### config.mk
export PLATFORM = sky130hd
export DESIGN_NAME = hazard_fwd_controller
export DESIGN_NICKNAME = d
export VERILOG_FILES = /design/src/rtl/hazard_fwd_controller.sv
export SDC_FILE = /design/constraint.sdc
export NUM_CORES = 1
export LEC_CHECK = 0
export CAP_MARGIN = 10
export CORE_ASPECT_RATIO = 0.8
export CORE_UTILIZATION = 48
export CTS_CLUSTER_SIZE = 25
export DETAILED_ROUTE_END_ITERATION = 6
export GPL_TIMING_DRIVEN = 0
export PLACE_DENSITY = 0.79
export SETUP_SLACK_MARGIN = 0.3
export SLEW_MARGIN = 10
export SYNTH_ARGS = -nofsm -noshare
export SYNTH_HDL_FRONTEND = slang
export SYNTH_SLANG_ARGS = --single-unit
### constraint.sdc
create_clock -name clk -period 2.4 [get_ports clk]
set_input_delay 0.36 -clock clk [delete_from_list [all_inputs] [get_ports clk]]
set_output_delay 0.36 -clock clk [all_outputs]
set_load 0.05 [all_outputs]
### src/rtl/hazard_fwd_controller.sv
// Load-use stall and ID-stage operand forwarding control for a 5-stage pipeline.
// Keeps shadow {rd, rf_en, load} slots for the EX, MEM and WB stages.
module hazard_fwd_controller #(
  parameter int LOAD_USE_STALLS = 1,
  parameter int CNT_W           = 16
) (
  input  logic             clk,
  input  logic             reset,
  input  logic             id_valid,
  input  logic [3:0]       id_rn,
  input  logic [3:0]       id_rm,
  input  logic [3:0]       id_rs,
  input  logic             id_use_rn,
  input  logic             id_use_rm,
  input  logic             id_use_rs,
  input  logic [3:0]       id_rd,
  input  logic             id_rf_en,
  input  logic             id_load,
  input  logic             branch_taken,
  output logic             pc_ld,
  output logic             ifid_ld,
  output logic             ifid_flush,
  output logic             idex_bubble,
  output logic [1:0]       fwd_a,
  output logic [1:0]       fwd_b,
  output logic [1:0]       fwd_c,
  output logic             stalled,
  output logic [CNT_W-1:0] stall_cnt
);

  typedef struct packed {
    logic [3:0] rd;
    logic       rf_en;
    logic       load;
  } slot_t;

  typedef enum logic {RUN, STALL} state_t;

  localparam logic [1:0] CNT_INIT = 2'(LOAD_USE_STALLS - 1);
  localparam bit         MULTI    = (LOAD_USE_STALLS > 1);

  slot_t            r_ex, r_mem, r_wb;
  state_t           r_state;
  logic [1:0]       r_cnt;
  logic [CNT_W-1:0] r_stall_cnt;

  logic w_hz;
  logic w_ex_rn, w_ex_rm, w_ex_rs;

  // Youngest producer wins; 00 falls back to the register file.
  function automatic logic [1:0] sel(
    input logic       u,
    input logic [3:0] r,
    input slot_t      ex,
    input slot_t      mem,
    input slot_t      wb
  );
    logic [1:0] s;
    s = 2'b00;
    if (u) begin
      if (ex.rf_en && ex.rd == r)       s = 2'b01;
      else if (mem.rf_en && mem.rd == r) s = 2'b10;
      else if (wb.rf_en && wb.rd == r)  s = 2'b11;
    end
    return s;
  endfunction

  assign fwd_a = sel(id_use_rn, id_rn, r_ex, r_mem, r_wb);
  assign fwd_b = sel(id_use_rm, id_rm, r_ex, r_mem, r_wb);
  assign fwd_c = sel(id_use_rs, id_rs, r_ex, r_mem, r_wb);

  assign w_ex_rn = id_use_rn && (r_ex.rd == id_rn);
  assign w_ex_rm = id_use_rm && (r_ex.rd == id_rm);
  assign w_ex_rs = id_use_rs && (r_ex.rd == id_rs);

  assign w_hz = id_valid && r_ex.rf_en && r_ex.load &&
                (w_ex_rn || w_ex_rm || w_ex_rs);

  assign stall_cnt = r_stall_cnt;

  always_comb begin
    pc_ld       = 1'b1;
    ifid_ld     = 1'b1;
    ifid_flush  = 1'b0;
    idex_bubble = 1'b0;
    stalled     = (r_state == STALL);
    if (r_state == STALL || w_hz) begin
      pc_ld       = 1'b0;
      ifid_ld     = 1'b0;
      idex_bubble = 1'b1;
    end else begin
      ifid_flush = branch_taken;
    end
  end

  always_ff @(posedge clk) begin
    if (reset) begin
      r_ex        <= '0;
      r_mem       <= '0;
      r_wb        <= '0;
      r_state     <= RUN;
      r_cnt       <= 2'd0;
      r_stall_cnt <= '0;
    end else begin
      r_mem <= r_ex;
      r_wb  <= r_mem;
      if (idex_bubble)
        r_ex <= '0;
      else
        r_ex <= {id_rd, id_rf_en & id_valid, id_load & id_valid};
      if (idex_bubble && !(&r_stall_cnt))
        r_stall_cnt <= r_stall_cnt + 1'b1;
      case (r_state)
        RUN: begin
          if (w_hz) begin
            r_cnt <= CNT_INIT;
            if (MULTI) r_state <= STALL;
          end
        end
        STALL: begin
          r_cnt <= r_cnt - 2'd1;
          if (r_cnt == 2'd1) r_state <= RUN;
        end
        default: r_state <= RUN;
      endcase
    end
  end

endmodule

==> metrics.cfg <==
[status]
status=finished clean

[placement]
numPortBuffers=50
dpl_worst_slack_ns=-0.815
dp_hpwl_um=3690
place_congestion=0.850
dp.cells=337

[final_layout]
diodes=0
n_fill_cell=274
drive_above_1_share=0.253
nNetsFinal=322
fin_cells=351
area_growth_syn_to_layout_pct=49.7

[pwr]
p_sw_frac=0.265
ir_worst_vdd_mv=0.375
p_int_uw=991
power_frac_comb=0.140
power_frac_clock=0.409
p_leak_nw=1.14
p_per_area_nw_per_um2=458
switchingPower_uw=357
power_frac_seq=0.451

[detailed_routing]
first_pass_iters=4
drt-vias-per-instance=5.41
routed_wl_um=5380
topRoutingLayerUsed=met4
dr_total_vias=1898
dr_wl_met2_um=2520
route.met3.wl_um=329
drt_iter0_drc=125
wl_met1_um=2470
drc=0
wire_per_inst_um=15.3
ant_nets=0

[worst_hold_path]
hp-start=r_cnt[0]
hold-path-endpoint=r_cnt[0]
hp-class=register to register
hold_depth=1

[synth]
yosys_warnings=0
synth_cells=232
yosysTopAreaCellShare=0.357
yosysMostFrequentCell=dfxtp_1
synthesis.nets=259
synth_ff_type=dfxtp_1
synth.cell_area_um2=1960
synth_seq_cells=35
ys_types=38
ys_top_cells_by_area=dfxtp_1 (36%), xor2_1 (13%), nor2b_1 (4.8%)
avgSynthCellArea_um2=8.47
synth-edff-count=0
synth_largest_area_cell=dfxtp_1
ys_async_sr_fraction=0
synth_common_cells=dfxtp_1 (35), xor2_1 (30), nand2_1 (24)
synth-seq-area-share=0.357

[grt]
grt_antenna_before_repair=0
grt_max_degree=14
grt_pass1_vias=1771
track_usage=0.249
gr-total-overflow=0
grt_pass1_wl_um=8050

[timing]
tightest_slew_ns=0.841
finalCritPeriodShare=0.917
fmax_mhz=454
fin_skew_ns=0.00372
period_minus_slack_ns=2.20
slew_headroom=0.437
finalSetupViolations=0
grt_setup_unrepaired=yes
finalHoldViolations=0
drv_slew=0
fin_ws_ns=0.199

[critical_path]
crit_chain=xor2_1, nor4_4, a22oi_2, nand2_2, nand2_4, and2_4, buf_8
required_ns=2.04
cp_num_cells=7
cp_slowest_cell=dfxtp_2
criticalPathCategory=register to output port
rr_worst_depth=8
worstSetupStartpointType=register
r2r_start=r_ex[5]
worstReg2RegEnd=stall_cnt[10]
cp-end-kind=output port
crit_family=simple AND/OR/NAND/NOR gates
cpPeakStageDelay_ns=0.41
r2r_slack_ns=0.24
cp.arrival_ns=1.84
path_buf_inv=1
crit_fanout=5

[clock_tree]
clkLatencyLatePin_ns=0.29
tritoncts=yes
root_buffer=clkbuf_8
clk_pin_slew_worst_paths_ns=0.08
cts_hold_buffers=0
clk_path_buf_depth=2
cts_sinks=35
numCtsBuffers=5
h-tree-depth=2

[floorplan]
core-area_um2=3850
die_h_um=59.2
io_pins=52
row_count=20
die_area_um2=4350
start_util=0.510
die_w_um=73.5

[run]
maxCapViolCount=0

[cell usage in the layout (no fill, tap or decap), types with 3 or more instances in the layout]
master,instances
a21oi_1,8
a31oi_1,4
and2_1,7
and3_1,4
buf_4,8
buf_6,7
buf_8,3
clkbuf_1,3
clkbuf_8,5
clkdlybuf4s50_1,28
dfxtp_1,28
dfxtp_2,4
dfxtp_4,3
dlygate4sd2_1,9
inv_1,4
mux2_2,3
mux2_4,3
nand2_1,19
nand2_2,4
nand3_1,10
nand4_1,4
nor2_1,15
nor2b_1,15
nor3_1,5
nor3_2,3
nor4_2,3
nor4_4,6
o21ai_0,4
or3_1,3
xnor2_1,7
xor2_1,27
xor2_2,3
[timing repair]
action,in CTS,in global routing
pin swaps,12,11
resized for setup,104,40
setup endpoints to repair,23,24
cloned,1,0
hold endpoints to repair,0,0
setup buffers,5,0
[sequential cells by signal, summed over array words and instances, names as in the netlist]
signal     cells
r_ex           6
stall_cnt     16
r_cnt          2
stalled        1
r_wb           5
r_mem          5
[how the worst max path moves through the flow]
stage / slack (ns) / to / from
floorplan: 0.32 / ifid_flush / id_rm[1]
global placement: -0.82 / idex_bubble / id_rm[1]
detailed placement: -0.82 / ifid_flush / id_rm[1]
CTS: 0.15 / stall_cnt[15] / r_ex[4]
global route: 0.13 / ifid_flush / r_ex[5]
finish: 0.20 / ifid_flush / r_ex[5]
[per-layer routing]
metal,track usage,up-vias
li1,-,935
met1,0.351,887
met2,0.383,68
met3,0.0527,8
met4,0.0742,0
met5,0,-
[kinds of logic (layout without fill, tap and decap cells)]
logic type,after synthesis,count (layout),synth area share
and+or+nand+nor,107,107,0.293
xor gates and xnor gates,37,37,0.165
DFF,35,35,0.357
AOI/OAI and AO/OA,31,31,0.103
buffers and inverters,13,77,0.0306
muxes,7,7,0.0395
adders and majority gates,2,2,0.0127
[power by group through the flow]
stage               clock (mW)  sequential, mW  combinational (mW)
global route             0.581           0.609               0.203
CTS                      0.556           0.606               0.162
floorplan                    0           0.615              0.0852
detailed placement           0           0.620               0.153
global placement             0           0.620               0.150
finish                   0.551           0.608               0.189
[through the flow]
step | util | TNS (ns) | instance area, um2 | hold WS (ns) | total power, mW
after floorplan | - | 0 | 1980 | 0.444 | 0.700
after global placement | 0.660 | -8.29 | 2540 | 0.460 | 0.770
after global routing | 0.763 | 0 | 2940 | 0.519 | 1.39
after CTS | 0.716 | 0 | 2760 | 0.482 | 1.32
final | 0.763 | 0 | 2940 | 0.481 | 1.35
after detailed placement | 0.660 | -8.61 | 2540 | 0.471 | 0.773
[cell type report]
type	instances	area, um2	share of cell area
repair buffers	56	551	0.187
inverters	5	22.5	0.00766
well taps	55	68.8	0.0234
flip-flops and latches	35	717	0.244
multi-input cells	184	1420	0.483
plain buffers	8	46.3	0.0157
clock inverters	3	47.5	0.0162
clock buffers	5	68.8	0.0234
No activity file was read; power rests on OpenSTA's default activity.
